[src/rtl/router_reg_if.sv]
// router_reg_if
//
// Bundles the router_reg datapath interface: the raw byte stream from the
// source, the FIFO-full flag, the one-hot FSM state decodes, and the byte and
// status flags produced back towards the FIFO and the FSM.
//
//   WIDTH             data byte width (header bits [1:0] are the address)
//   packet_valid      source has header/payload on datain (low on parity byte)
//   datain            input byte stream
//   fifo_full         selected output FIFO is full
//   detect_add .. rst_int_reg   one-hot FSM state decodes
//   dout              byte to the selected FIFO
//   parity_done       parity byte of the current packet has been captured
//   low_packet_valid  packet_valid fell while in ld_state
//   err               parity mismatch for the current packet
//
// Modports:
//   master  - the side that drives the stream/decodes and observes the flags
//   slave   - router_reg itself
interface router_reg_if #(
  parameter int WIDTH = 8
);

  logic             packet_valid;
  logic [WIDTH-1:0] datain;
  logic             fifo_full;
  logic             detect_add;
  logic             lfd_state;
  logic             ld_state;
  logic             laf_state;
  logic             full_state;
  logic             rst_int_reg;
  logic [WIDTH-1:0] dout;
  logic             parity_done;
  logic             low_packet_valid;
  logic             err;

  modport master (
    output packet_valid, datain, fifo_full,
    output detect_add, lfd_state, ld_state, laf_state, full_state, rst_int_reg,
    input  dout, parity_done, low_packet_valid, err
  );

  modport slave (
    input  packet_valid, datain, fifo_full,
    input  detect_add, lfd_state, ld_state, laf_state, full_state, rst_int_reg,
    output dout, parity_done, low_packet_valid, err
  );

endinterface

[src/rtl/router_reg.sv]
// router_reg
//
// Datapath register stage of the 1x3 router. Sits between the router FSM and
// the three output FIFOs: it latches the header byte, forwards payload bytes to
// the selected FIFO one cycle after they are sampled, parks the byte that
// arrives while the FIFO is full and replays it in laf_state, and produces the
// packet status flags parity_done / low_packet_valid used by the FSM.
//
// Optional parity checking is compiled in when ROUTER_REG_PARITY_CHECK_EN is
// defined: the running XOR of header and payload is compared against the
// packet's parity byte and a sticky err flag is raised on mismatch. With the
// macro undefined the parity registers are absent and err is tied low.
//
// Ports:
//   clk    rising-edge clock
//   reset  synchronous, active-high reset
//   bus    router_reg_if.slave (stream, fifo_full, FSM decodes, dout, flags)
module router_reg #(
  parameter int WIDTH = 8
) (
  input  logic        clk,
  input  logic        reset,
  router_reg_if.slave bus
);

  logic [WIDTH-1:0] header_byte;
  logic [WIDTH-1:0] full_byte;
  logic [WIDTH-1:0] dout_q;
  logic             parity_done_q;
  logic             low_pkt_valid_q;

  // full_state needs no datapath action: every register simply holds while the
  // FSM waits for the FIFO to drain, which is the default branch below.
  logic unused_full_state;
  assign unused_full_state = bus.full_state;

  // ---------------------------------------------------------------------------
  // Header capture. Address 3 is not a valid destination, so such a header
  // leaves the previously latched header untouched.
  // ---------------------------------------------------------------------------
  always_ff @(posedge clk) begin
    if (reset) begin
      header_byte <= '0;
    end else if (bus.detect_add && bus.packet_valid && (bus.datain[1:0] != 2'b11)) begin
      header_byte <= bus.datain;
    end
  end

  // ---------------------------------------------------------------------------
  // Output byte and full-byte holding register.
  // A byte sampled in ld_state while the FIFO is full cannot be written, so it
  // is parked in full_byte and dout keeps its last value; laf_state replays it.
  // ---------------------------------------------------------------------------
  always_ff @(posedge clk) begin
    if (reset) begin
      dout_q    <= '0;
      full_byte <= '0;
    end else if (bus.lfd_state) begin
      dout_q <= header_byte;
    end else if (bus.ld_state && !bus.fifo_full) begin
      dout_q <= bus.datain;
    end else if (bus.ld_state && bus.fifo_full) begin
      full_byte <= bus.datain;
    end else if (bus.laf_state) begin
      dout_q <= full_byte;
    end
  end

  // ---------------------------------------------------------------------------
  // low_packet_valid: source dropped packet_valid while bytes were being
  // loaded, i.e. the parity byte has been presented.
  // ---------------------------------------------------------------------------
  always_ff @(posedge clk) begin
    if (reset) begin
      low_pkt_valid_q <= 1'b0;
    end else if (bus.rst_int_reg) begin
      low_pkt_valid_q <= 1'b0;
    end else if (bus.ld_state && !bus.packet_valid) begin
      low_pkt_valid_q <= 1'b1;
    end
  end

  // ---------------------------------------------------------------------------
  // parity_done: set when the parity byte is written straight through, or,
  // if the parity byte was parked in full_byte, when laf_state replays it.
  // ---------------------------------------------------------------------------
  always_ff @(posedge clk) begin
    if (reset) begin
      parity_done_q <= 1'b0;
    end else if (bus.detect_add) begin
      parity_done_q <= 1'b0;
    end else if ((bus.ld_state && !bus.fifo_full && !bus.packet_valid) ||
                 (bus.laf_state && low_pkt_valid_q && !parity_done_q)) begin
      parity_done_q <= 1'b1;
    end
  end

  assign bus.dout             = dout_q;
  assign bus.parity_done      = parity_done_q;
  assign bus.low_packet_valid = low_pkt_valid_q;

`ifdef ROUTER_REG_PARITY_CHECK_EN
  logic [WIDTH-1:0] internal_parity;
  logic [WIDTH-1:0] packet_parity;
  logic             parity_done_d1;
  logic             err_q;

  // Running XOR of header and payload. A payload byte is counted in the cycle
  // it is sampled in ld_state, whether it goes to dout or into full_byte, so
  // the laf_state replay must not count it again.
  always_ff @(posedge clk) begin
    if (reset) begin
      internal_parity <= '0;
    end else if (bus.detect_add) begin
      internal_parity <= '0;
    end else if (bus.lfd_state) begin
      internal_parity <= internal_parity ^ header_byte;
    end else if (bus.ld_state && bus.packet_valid) begin
      internal_parity <= internal_parity ^ bus.datain;
    end
  end

  // Only the first parity-byte cycle is captured; low_packet_valid is already
  // high on any later ld_state cycle of the same packet.
  always_ff @(posedge clk) begin
    if (reset) begin
      packet_parity <= '0;
    end else if (bus.detect_add) begin
      packet_parity <= '0;
    end else if (bus.ld_state && !bus.packet_valid && !low_pkt_valid_q) begin
      packet_parity <= bus.datain;
    end
  end

  // Compare once, on the rising edge of parity_done; err is sticky until the
  // next packet header is detected.
  always_ff @(posedge clk) begin
    if (reset) begin
      parity_done_d1 <= 1'b0;
      err_q          <= 1'b0;
    end else begin
      parity_done_d1 <= parity_done_q;
      if (bus.detect_add) begin
        err_q <= 1'b0;
      end else if (parity_done_q && !parity_done_d1) begin
        err_q <= (internal_parity != packet_parity);
      end
    end
  end

  assign bus.err = err_q;
`else
  assign bus.err = 1'b0;
`endif

endmodule
[src/flat_wrapper.sv]
// flat-port wrapper written by rule: the top's interface ports become plain ports
module router_reg_flat 
#(
  parameter int WIDTH = 8
)
  (clk, reset, bus_packet_valid, bus_datain, bus_fifo_full, bus_detect_add, bus_lfd_state, bus_ld_state, bus_laf_state, bus_full_state, bus_rst_int_reg, bus_dout, bus_parity_done, bus_low_packet_valid, bus_err);
  router_reg_if #(.WIDTH(WIDTH)) bus_i ();
  input  logic clk;
  input  logic reset;
  input wire logic [$bits(bus_i.packet_valid)-1:0] bus_packet_valid;
  input wire logic [$bits(bus_i.datain)-1:0] bus_datain;
  input wire logic [$bits(bus_i.fifo_full)-1:0] bus_fifo_full;
  input wire logic [$bits(bus_i.detect_add)-1:0] bus_detect_add;
  input wire logic [$bits(bus_i.lfd_state)-1:0] bus_lfd_state;
  input wire logic [$bits(bus_i.ld_state)-1:0] bus_ld_state;
  input wire logic [$bits(bus_i.laf_state)-1:0] bus_laf_state;
  input wire logic [$bits(bus_i.full_state)-1:0] bus_full_state;
  input wire logic [$bits(bus_i.rst_int_reg)-1:0] bus_rst_int_reg;
  output wire logic [$bits(bus_i.dout)-1:0] bus_dout;
  output wire logic [$bits(bus_i.parity_done)-1:0] bus_parity_done;
  output wire logic [$bits(bus_i.low_packet_valid)-1:0] bus_low_packet_valid;
  output wire logic [$bits(bus_i.err)-1:0] bus_err;
  assign bus_i.packet_valid = bus_packet_valid;
  assign bus_i.datain = bus_datain;
  assign bus_i.fifo_full = bus_fifo_full;
  assign bus_i.detect_add = bus_detect_add;
  assign bus_i.lfd_state = bus_lfd_state;
  assign bus_i.ld_state = bus_ld_state;
  assign bus_i.laf_state = bus_laf_state;
  assign bus_i.full_state = bus_full_state;
  assign bus_i.rst_int_reg = bus_rst_int_reg;
  assign bus_dout = bus_i.dout;
  assign bus_parity_done = bus_i.parity_done;
  assign bus_low_packet_valid = bus_i.low_packet_valid;
  assign bus_err = bus_i.err;
  router_reg #(.WIDTH(WIDTH)) u_core (.clk(clk), .reset(reset), .bus(bus_i));
endmodule
[config.mk]
export PLATFORM = sky130hd
export DESIGN_NAME = router_reg_flat
export DESIGN_NICKNAME = d
export VERILOG_FILES = /design/src/rtl/router_reg_if.sv /design/src/rtl/router_reg.sv /design/src/flat_wrapper.sv
export SDC_FILE = /design/constraint.sdc
export NUM_CORES = 1
export LEC_CHECK = 0
export ABC_AREA = 1
export CORE_ASPECT_RATIO = 0.8
export CORE_MARGIN = 2
export CORE_UTILIZATION = 25
export DETAILED_ROUTE_END_ITERATION = 12
export GPL_ROUTABILITY_DRIVEN = 1
export PLACE_DENSITY = 0.47
export SKIP_LAST_GASP = 1
export SLEW_MARGIN = 25
export SYNTH_ARGS = -nofsm -noshare
export SYNTH_HDL_FRONTEND = slang
export SYNTH_SLANG_ARGS = --single-unit
[constraint.sdc]
create_clock -name clk -period 1.6 [get_ports clk]
set_input_delay 0.24 -clock clk [delete_from_list [all_inputs] [get_ports clk]]
set_output_delay 0.24 -clock clk [all_outputs]
set_load 0.02 [all_outputs]
==> results of run 1 <==
-- state kept, by name, indices dropped and copies added (netlist names) --
name and flops:
u_core.header_byte 8, u_core.bus.dout 8, u_core.bus.parity_done 1, u_core.full_byte 8, u_core.bus.low_packet_valid 1
-- per-layer routing --
metal / vias to the layer above / routed length (um) / global-route usage, %
li1: 646 / - / -
met1: 528 / 1770 / 17.6
met2: 32 / 1340 / 20.3
met3: 2 / 170 / 3.67
met4: 0 / 18 / 2.42
met5: - / 0 / 0
-- cells in the mapped netlist --
cell type   n  area (um^2)
a21oi_1    19         95.1
buf_4       3         22.5
buf_6       2         22.5
clkbuf_1    2         7.51
conb_1      1         3.75
dfxtp_1    26          521
inv_1      27          101
inv_2       2         7.51
nand2_1    26         97.6
nand2_2     1         6.26
nand2_4     2         22.5
nand3_1    18         90.1
nand3_4     1         17.5
nand3b_1    8         60.1
nor2_1     25         93.8
nor3_1      1         5.00
o21ai_0    14         70.1
o21ai_1     2         10.0
o21ai_2     1         8.76
or2_2       1         6.26
-- cell type report --
cell class	instances	area share, %
timing repair buffer	38	21.2
multi-input combinational	120	34.3
sequential	26	30.4
tap	62	4.53
clock buffer	4	3.22
inverter	29	6.36
-- logic make-up after synthesis --
kind of cell,count (synthesis)
compound gates,36
flops,26
other cells,1
buf+inv,36
simple gates,83
-- power groups by stage --
stage                     Sequential, W  Clock [W]  Combinational [W]
after global placement         0.000722          0           0.000318
after CTS                      0.000708   0.000450           0.000318
final                          0.000708   0.000437           0.000315
after detailed placement       0.000724          0           0.000317
after global routing           0.000715   0.000481           0.000354
after floorplan                0.000744          0           0.000150
-- worst max path at each step --
stage,depth (start not counted),from,to,slack [ns]
after detailed placement,6,bus_ld_state,u_core.bus.dout[6],0.06
final,1,u_core.bus.low_packet_valid,bus_low_packet_valid,0.10
after CTS,1,u_core.bus.low_packet_valid,bus_low_packet_valid,0.09
after floorplan,6,bus_lfd_state,u_core.full_byte[6],0.61
after global placement,6,bus_ld_state,u_core.bus.dout[5],0.06
after global routing,1,u_core.bus.low_packet_valid,bus_low_packet_valid,0.04
-- metrics by stage --
step	instance area [um^2]	hold WS (ns)
after floorplan	1270	0.317
after global placement	1660	0.442
after detailed placement	1660	0.445
after CTS	1710	0.460
after global routing	1710	0.476
final	1710	0.454
==> qor.yml, run 1 <==
outcome:
  status: "complete, no violations"
yosys:
  synth_compound_area_share_pct: 14.5
  synth-seq-cells: 26
  muxShareOfSynthArea_pct: 0
  synth_xor_area_share_pct: 0
  ys_warn_count: 0
  syn-num-nets: 200
  yosys.area_share.simple_pct: 31.5
  avgSynthCellArea_um2: 6.97
  netlist_instances: 182
  synth_cell_types: 20
  synth_top_family_by_area: "simple AND/OR/NAND/NOR gates"
  synth_fa_ha_area_share_pct: 0
  synthesis.area_mm2: 0.00127
  seq_area_frac_synth_pct: 41.0
power_and_ir_drop:
  clkPwrFrac_pct: 29.9
  power_frac_comb_pct: 21.6
  leakage_nw: 0.763
  fin_total_pwr_w: 0.00146
  p_switching_w: 0.000403
  swShare_pct: 27.6
  p_per_area_mw_per_mm2: 853
  p_seq_share_pct: 48.5
  intPower_w: 0.00106
  peakVddDrop_mv: 0.316
final_layout:
  mostFrequentLayoutCell: "inv_1"
  drive_above_1_share_pct: 11.1
  instances_no_fill: 279
  multi_input_area_um2: 587
  diodes: 0
  final_cell_mix: "inv_1, nand2_1, clkdlybuf4s50_1, dfxtp_1, nor2_1"
  final_util_pct: 34.6
  syn2layout_area_growth_pct: 34.9
  layout.nets: 236
  n_fill_cell: 562
  seq_area_um2: 520
detailed_routing:
  drc: 0
  wl_per_cell_um: 11.8
  drt-total-wl_mm: 3.30
  antenna_left: 0
  dr.pass1.iters: 4
  vias: 1208
  drt_iter0_drc: 65
  detail_route.vias_per_cell: 4.33
timing:
  maxSlewViolCount: 0
  setup_viol: 0
  fin_crit_sh_pct: 93.7
  clock.fmax_mhz: 667
  rsz0062_at_grt: "false"
  skew_ns: 0.000867
  layout_setup_ws_ns: 0.101
  finalHoldViolCount: 0
  finalCriticalPeriod_ns: 1.50
  tns_ns: 0
cts:
  insertion_delay_ns: 0.27
  root_buffer: "clkbuf_8"
  cts.sinks: 26
  cts.htree.levels: 1
  cts_setup_buffers: 0
  cts_buffers: 3
  clk_pin_slew_ns: 0.09
  cts-resized-gates: 0
  clock_path_buffers: 2
  postCtsHoldBufs: 0
  cts_tree: "done"
global_routing:
  antenna_found_initial: 0
  globalRouteOverflowTotal: 0
  grt_pass1_vias: 1078
  grtUsageTotal_pct: 12.8
  grt_max_degree: 25
  grt_pass1_wl_mm: 5.61
critical_path:
  crit_buf_inv: 1
  criticalPathCategory: "reg2out"
  cp_top_family: "buffers and inverters"
  r2r_slack_ns: 0.85
  slowest_stage: "clkdlybuf4s50_1"
  r2r_cells: 4
  cp.required_ns: 1.36
  cp_max_fo: 3
  max_stage_delay_ns: 0.62
  crit_arrival_ns: 1.26
  startpoint_type: "flop"
  crit_path_end_kind: "output port"
  r2r-end: "u_core.bus.dout[2]"
  path_cells: "clkdlybuf4s50_1"
  r2r_start: "u_core.full_byte[2]"
die:
  io_pins: 29
  fp.dieW_um: 83.6
  die_h_um: 67.7
  core_area_mm2: 0.00495
  rows: 23
  initial_utilization_pct: 25.6
  die-area_mm2: 0.00566
place:
  pre_cts_slack_ns: 0.0603
  portBuffers: 26
  dp.cells: 275
  dp_hpwl_mm: 2.35
  place_congestion: 0.732
worst_hold_path:
  hp-start: "u_core.full_byte[1]"
  worstHoldPathCells: 2
  whs_endpoint: "u_core.full_byte[1]"
  hold_path_class: "reg2reg"
job:
  cap_violations: 0
Note: power is estimated with default switching activity, not from simulation.
==> inputs of run 2 (changes only) <==
GPL_ROUTABILITY_DRIVEN = 0   (was 1)
GPL_TIMING_DRIVEN = 1   (was default)
==> results of run 2 <==
Final layout, timing and power as in run 1 (identical DEF).
